## config.mk

```make
export PLATFORM = sky130hd
export DESIGN_NAME = cga_video_gen
export DESIGN_NICKNAME = d
export VERILOG_FILES = /design/src/rtl/cga_video_gen.sv
export SDC_FILE = /design/constraint.sdc
export NUM_CORES = 1
export LEC_CHECK = 0
export CAP_MARGIN = 20
export CORE_ASPECT_RATIO = 0.8
export CORE_MARGIN = 2
export CORE_UTILIZATION = 50
export CTS_BUF_LIST = sky130_fd_sc_hd__clkbuf_16
export CTS_CLUSTER_DIAMETER = 40
export DETAILED_ROUTE_END_ITERATION = 16
export HOLD_SLACK_MARGIN = 0.08
export MAX_ROUTING_LAYER = met4
export PLACE_DENSITY = 0.83
export SLEW_MARGIN = 20
export SYNTH_ARGS = -nofsm -noshare
export SYNTH_HDL_FRONTEND = slang
export SYNTH_SLANG_ARGS = --single-unit
```

## constraint.sdc

```tcl
create_clock -name clk6m -period 2.9 [get_ports clk6m]
set_input_delay 0.58 -clock clk6m [delete_from_list [all_inputs] [get_ports clk6m]]
set_output_delay 0.58 -clock clk6m [all_outputs]
set_load 0.005 [all_outputs]
```

## src/rtl/cga_video_gen.sv

```systemverilog
// Low-res raster generator: stage-0 counters and framebuffer fetch, stage-1 timing
// delay (the RAM output register is the data half of stage 1), stage-2 registered video.
module cga_video_gen #(
   parameter int unsigned H_ACTIVE     = 256,
   parameter int unsigned H_SYNC_START = 288,
   parameter int unsigned H_SYNC_LEN   = 32,
   parameter int unsigned H_TOTAL      = 384,
   parameter int unsigned V_ACTIVE     = 240,
   parameter int unsigned V_SYNC_START = 248,
   parameter int unsigned V_SYNC_LEN   = 4,
   parameter int unsigned V_TOTAL      = 262
) (
   input  logic        clk6m,
   input  logic        reset,
   output logic [15:0] fb_addr,
   output logic        fb_rd,
   input  logic [8:0]  fb_data,
   output logic        hsync_o,
   output logic        vsync_o,
   output logic        hblank_o,
   output logic        vblank_o,
   output logic [8:0]  rgb_o,
   output logic        frame_o,
   output logic [8:0]  hcount_o,
   output logic [8:0]  vcount_o
);

   localparam int unsigned CW   = 9;
   localparam int unsigned RGBW = 9;
   localparam int unsigned AW   = 16;
   localparam int unsigned EW   = CW + 1;

   // Sync windows end at START+LEN, which may equal 512, so compare one bit wider
   localparam logic [EW-1:0] HS_BEGIN = EW'(H_SYNC_START);
   localparam logic [EW-1:0] HS_END   = EW'(H_SYNC_START + H_SYNC_LEN);
   localparam logic [EW-1:0] VS_BEGIN = EW'(V_SYNC_START);
   localparam logic [EW-1:0] VS_END   = EW'(V_SYNC_START + V_SYNC_LEN);

   logic [CW-1:0]   h_q, h_d, v_q, v_d;
   logic [AW-1:0]   addr_hold_q, addr_hold_d;
   logic [AW-1:0]   addr_now;
   logic            vis0, hs0, vs0;

   logic            hs_s1_q, hs_s1_d, vs_s1_q, vs_s1_d;
   logic            hb_s1_q, hb_s1_d, vb_s1_q, vb_s1_d;
   logic            vis_s1_q, vis_s1_d, frame_s1_q, frame_s1_d;

   logic            hsync_q, hsync_d, vsync_q, vsync_d;
   logic            hblank_q, hblank_d, vblank_q, vblank_d;
   logic [RGBW-1:0] rgb_q, rgb_d;
   logic            frame_q, frame_d;

   // Counters, fetch address and the two pipeline stages
   always_comb begin
      h_d = h_q + CW'(1);
      v_d = v_q;
      if (h_q == CW'(H_TOTAL - 1)) begin
         h_d = '0;
         v_d = (v_q == CW'(V_TOTAL - 1)) ? '0 : v_q + CW'(1);
      end

      vis0 = (h_q < CW'(H_ACTIVE)) && (v_q < CW'(V_ACTIVE));
      hs0  = (EW'(h_q) >= HS_BEGIN) && (EW'(h_q) < HS_END);
      vs0  = (EW'(v_q) >= VS_BEGIN) && (EW'(v_q) < VS_END);

      // No read is issued while reset is held, even though the counters sit in the visible area
      fb_rd       = vis0 && !reset;
      addr_now    = {v_q[7:0], h_q[7:0]};
      addr_hold_d = fb_rd ? addr_now : addr_hold_q;
      fb_addr     = addr_hold_d;

      hs_s1_d    = hs0;
      vs_s1_d    = vs0;
      hb_s1_d    = (h_q >= CW'(H_ACTIVE));
      vb_s1_d    = (v_q >= CW'(V_ACTIVE));
      vis_s1_d   = vis0;
      frame_s1_d = (h_q == '0) && (v_q == '0);

      hsync_d  = ~hs_s1_q;
      vsync_d  = ~vs_s1_q;
      hblank_d = hb_s1_q;
      vblank_d = vb_s1_q;
      rgb_d    = vis_s1_q ? fb_data : '0;
      frame_d  = frame_s1_q;
   end

   always_ff @(posedge clk6m) begin
      if (reset) begin
         h_q         <= '0;
         v_q         <= '0;
         addr_hold_q <= '0;
         hs_s1_q     <= 1'b0;
         vs_s1_q     <= 1'b0;
         hb_s1_q     <= 1'b1;
         vb_s1_q     <= 1'b1;
         vis_s1_q    <= 1'b0;
         frame_s1_q  <= 1'b0;
         hsync_q     <= 1'b1;
         vsync_q     <= 1'b1;
         hblank_q    <= 1'b1;
         vblank_q    <= 1'b1;
         rgb_q       <= '0;
         frame_q     <= 1'b0;
      end else begin
         h_q         <= h_d;
         v_q         <= v_d;
         addr_hold_q <= addr_hold_d;
         hs_s1_q     <= hs_s1_d;
         vs_s1_q     <= vs_s1_d;
         hb_s1_q     <= hb_s1_d;
         vb_s1_q     <= vb_s1_d;
         vis_s1_q    <= vis_s1_d;
         frame_s1_q  <= frame_s1_d;
         hsync_q     <= hsync_d;
         vsync_q     <= vsync_d;
         hblank_q    <= hblank_d;
         vblank_q    <= vblank_d;
         rgb_q       <= rgb_d;
         frame_q     <= frame_d;
      end
   end

   assign hsync_o  = hsync_q;
   assign vsync_o  = vsync_q;
   assign hblank_o = hblank_q;
   assign vblank_o = vblank_q;
   assign rgb_o    = rgb_q;
   assign frame_o  = frame_q;
   assign hcount_o = h_q;
   assign vcount_o = v_q;

endmodule

```

==> results.py <==
metrics = {
    "final_layout": {
        "most-common-layout-cells": "clkdlybuf4s50_1, dfxtp_1, nor2b_1",
        "num_antenna_cells": 0,
        "seq_area_um2": 1080,
        "syn_to_final_growth_pct": 37.9,
        "multi_input_comb_area_um2": 948,
        "nets": 281,
        "stdcell_count": 323,
        "fin_area_um2": 2900,
        "layout_commonest_cell": "clkdlybuf4s50_1",
        "drive_above_1_share_pct": 14.7,
        "fillers": 331,
    },
    "min_path": {
        "hold_end": "vsync_o",
        "hold_depth": 1,
        "hp-start": "vs_s1_q",
        "hp-class": "reg2reg",
    },
    "critical_path": {
        "critPathCaptureType": "primary output",
        "cp_slowest_stage_delay_ns": 0.49,
        "worst-path-max-fanout": 15,
        "cpMostUsedCell": "clkdlybuf4s50_1",
        "rr_endpoint": "vcount_o[2]",
        "critPathRequiredTime_ns": 2.32,
        "r2r_slack_ns": 0.88,
        "crit_chain": "clkdlybuf4s50_1 > nor2_2 > nand3b_2 > buf_12 > mux2_2 > clkdlybuf4s50_1",
        "start_kind": "primary input",
        "arrival_ns": 2.23,
        "r2r_cells": 5,
        "path_class": "in2out",
        "worstReg2RegStart": "hcount_o[0]",
        "slowest_stage": "clkdlybuf4s50_1",
        "crit_family": "buffers and inverters",
        "path_buf_inv": 3,
    },
    "sta": {
        "final_hold_viol_count": 0,
        "fin_skew_ns": 0.00460,
        "min_period_ns": 2.81,
        "slew_violations": 0,
        "setup_violations": 0,
        "worst_pin_slew_ns": 0.561,
        "fin_setup_tns_ns": 0,
        "rsz0062_at_grt": "false",
        "fin_crit_sh_pct": 96.9,
        "whs_ns": 0.377,
        "max_slew_margin_pct": 62.4,
        "max_freq_mhz": 356,
    },
    "clock_network": {
        "cts_sinks": 54,
        "cts-root-buf": "clkbuf_16",
        "h-tree-depth": 2,
        "cts.reportedPaths.clkPinSlew_ns": 0.06,
        "clock_path_buffers": 2,
        "cts_tree": "done",
        "cts_inserted_buffers": 5,
        "clock_latency_ns": 0.28,
        "postCtsHoldBufs": 0,
    },
    "detailed_routing": {
        "postRouteWirelength_mm": 4.17,
        "route.detailed.drc": 0,
        "vias": 1617,
        "drtPass1Iterations": 4,
        "first_iter_violations": 41,
        "routed_via_density": 5.01,
        "postRouteAntennaNets": 0,
        "wire_per_inst_um": 12.9,
    },
    "power_and_ir_drop": {
        "total_power_uw": 1410,
        "peakVddDrop_v": 0.000350,
        "leakage_uw": 0.00111,
        "pwr_density_cell_nw_per_um2": 486,
    },
    "floorplanning": {
        "rows": 21,
        "die_w_um": 76.5,
        "dieArea_um2": 4750,
        "dieHeight_um": 62.0,
        "start_util_pct": 51.0,
        "num_io_pins": 60,
        "core-area_um2": 4130,
    },
    "synth": {
        "synth.distinct_cells": 37,
        "syn_area_per_cell_um2": 10.3,
        "ys_ff_latch": 54,
        "netlist_area_um2": 2100,
        "ys_seq_area_share_pct": 51.4,
        "synth_nets": 221,
        "netlist_instances": 205,
        "yosys_warnings": 0,
    },
    "placed_design": {
        "gp_congestion": 0.845,
        "place_inst": 315,
        "dp_hpwl_mm": 2.88,
        "placed_area_um2": 2760,
        "io_buffers": 59,
    },
    "global_route": {
        "gr-total-overflow": 0,
        "grt_max_degree": 38,
        "grtUsageTotal_pct": 19.3,
        "grt_pass1_wl_mm": 6.85,
        "grt_pass1_vias": 1444,
        "antenna_found_initial": 0,
    },
    "flow_run": {
        "max-cap-violations": 0,
    },
    "outcome": {
        "status": "finished, final reports clean",
    },
}
-- sequential cells by signal, summed over array words and instances (netlist names) --
signal	cells
vblank_o	1
hsync_o	1
vcount_o	9
vis_s1_q	1
hcount_o	9
addr_hold_q	16
frame_d	1
rgb_o	9
vsync_o	1
hb_s1_q	1
vs_s1_q	1
vb_s1_q	1
frame_o	1
hblank_o	1
hs_s1_q	1
-- how the worst max path moves through the flow --
stage,endpoint,slack [ns],cells past startpoint,startpoint
after floorplan,fb_addr[10],0.88,5,vcount_o[4]
final,fb_addr[6],0.09,6,reset
after global placement,fb_addr[9],0.12,6,reset
after detailed placement,fb_addr[6],0.07,6,reset
after global routing,fb_addr[6],0.03,6,reset
after CTS,fb_addr[6],0.08,6,reset
-- through the flow --
step	worst slack, ns	utilization, %
after global routing	0.0269	70.3
after detailed placement	0.0705	66.9
after CTS	0.0752	70.3
final	0.0888	70.3
after global placement	0.117	66.9
after floorplan	0.877	-
-- power breakdown --
group	total (uW)	switching, uW	internal, uW
sequential	767	8.54	758
combinational	96.5	36.5	59.9
clock	548	236	312
-- cells in the mapped netlist (all sizes together) --
| cell | count | area, um^2 |
|---|---|---|
| dfxtp | 54 | 1080 |
| nor2b | 18 | 113 |
| mux2 | 16 | 180 |
| nor2 | 13 | 48.8 |
| nor3 | 13 | 65.1 |
| xnor2 | 10 | 87.6 |
| and2 | 9 | 56.3 |
| nand2 | 9 | 33.8 |
| inv | 8 | 30.0 |
| clkbuf | 7 | 28.8 |
| nand3 | 7 | 35.0 |
| ha | 5 | 62.6 |
| a21oi | 4 | 23.8 |
| nand4 | 4 | 40.0 |
| or2 | 4 | 27.5 |
| buf | 3 | 18.8 |
| nor4 | 3 | 18.8 |
| nand2b | 2 | 12.5 |
| nand3b | 2 | 18.8 |
| nor4b | 2 | 17.5 |
| or4 | 2 | 20.0 |
| xor2 | 2 | 17.5 |
| a21o | 1 | 7.51 |
| and3 | 1 | 7.51 |
| and4b | 1 | 10.0 |
| nand4b | 1 | 15.0 |
| nor3b | 1 | 7.51 |
| o21ai | 1 | 5.00 |
| o31ai | 1 | 7.51 |
| or3 | 1 | 7.51 |
-- cell type report --
cell class	count	share of cell area [%]
clock buffer	5	4.31
inverter	8	1.03
clock inverter	3	0.431
tap	57	2.46
sequential	54	37.3
timing repair buffer	63	21.8
multi-input combinational	133	32.7
-- layer usage --
layer  vias to the layer above  share of wire [%]  track usage [%]
li1                        804                  -                -
met1                       757                 45             23.2
met2                        52                 48             31.7
met3                         4                5.8             4.34
met4                         0               0.81             9.35
met5                         -                  0                -
-- cell families after synthesis --
group / count (synthesis) / synth area share (%)
buf+inv: 18 / 3.69
flops: 54 / 51.4
xor+xnor: 12 / 4.99
simple gates: 93 / 26.3
mux: 16 / 8.56
fa+ha+maj: 5 / 2.97
compound gates: 7 / 2.08
-- repair_timing --
action / CTS / global route
endpoints found under the setup margin: 0 / 1
gates resized for setup: 0 / 1
buffers inserted: 0 / 0
(Power assumes the default switching activity.)
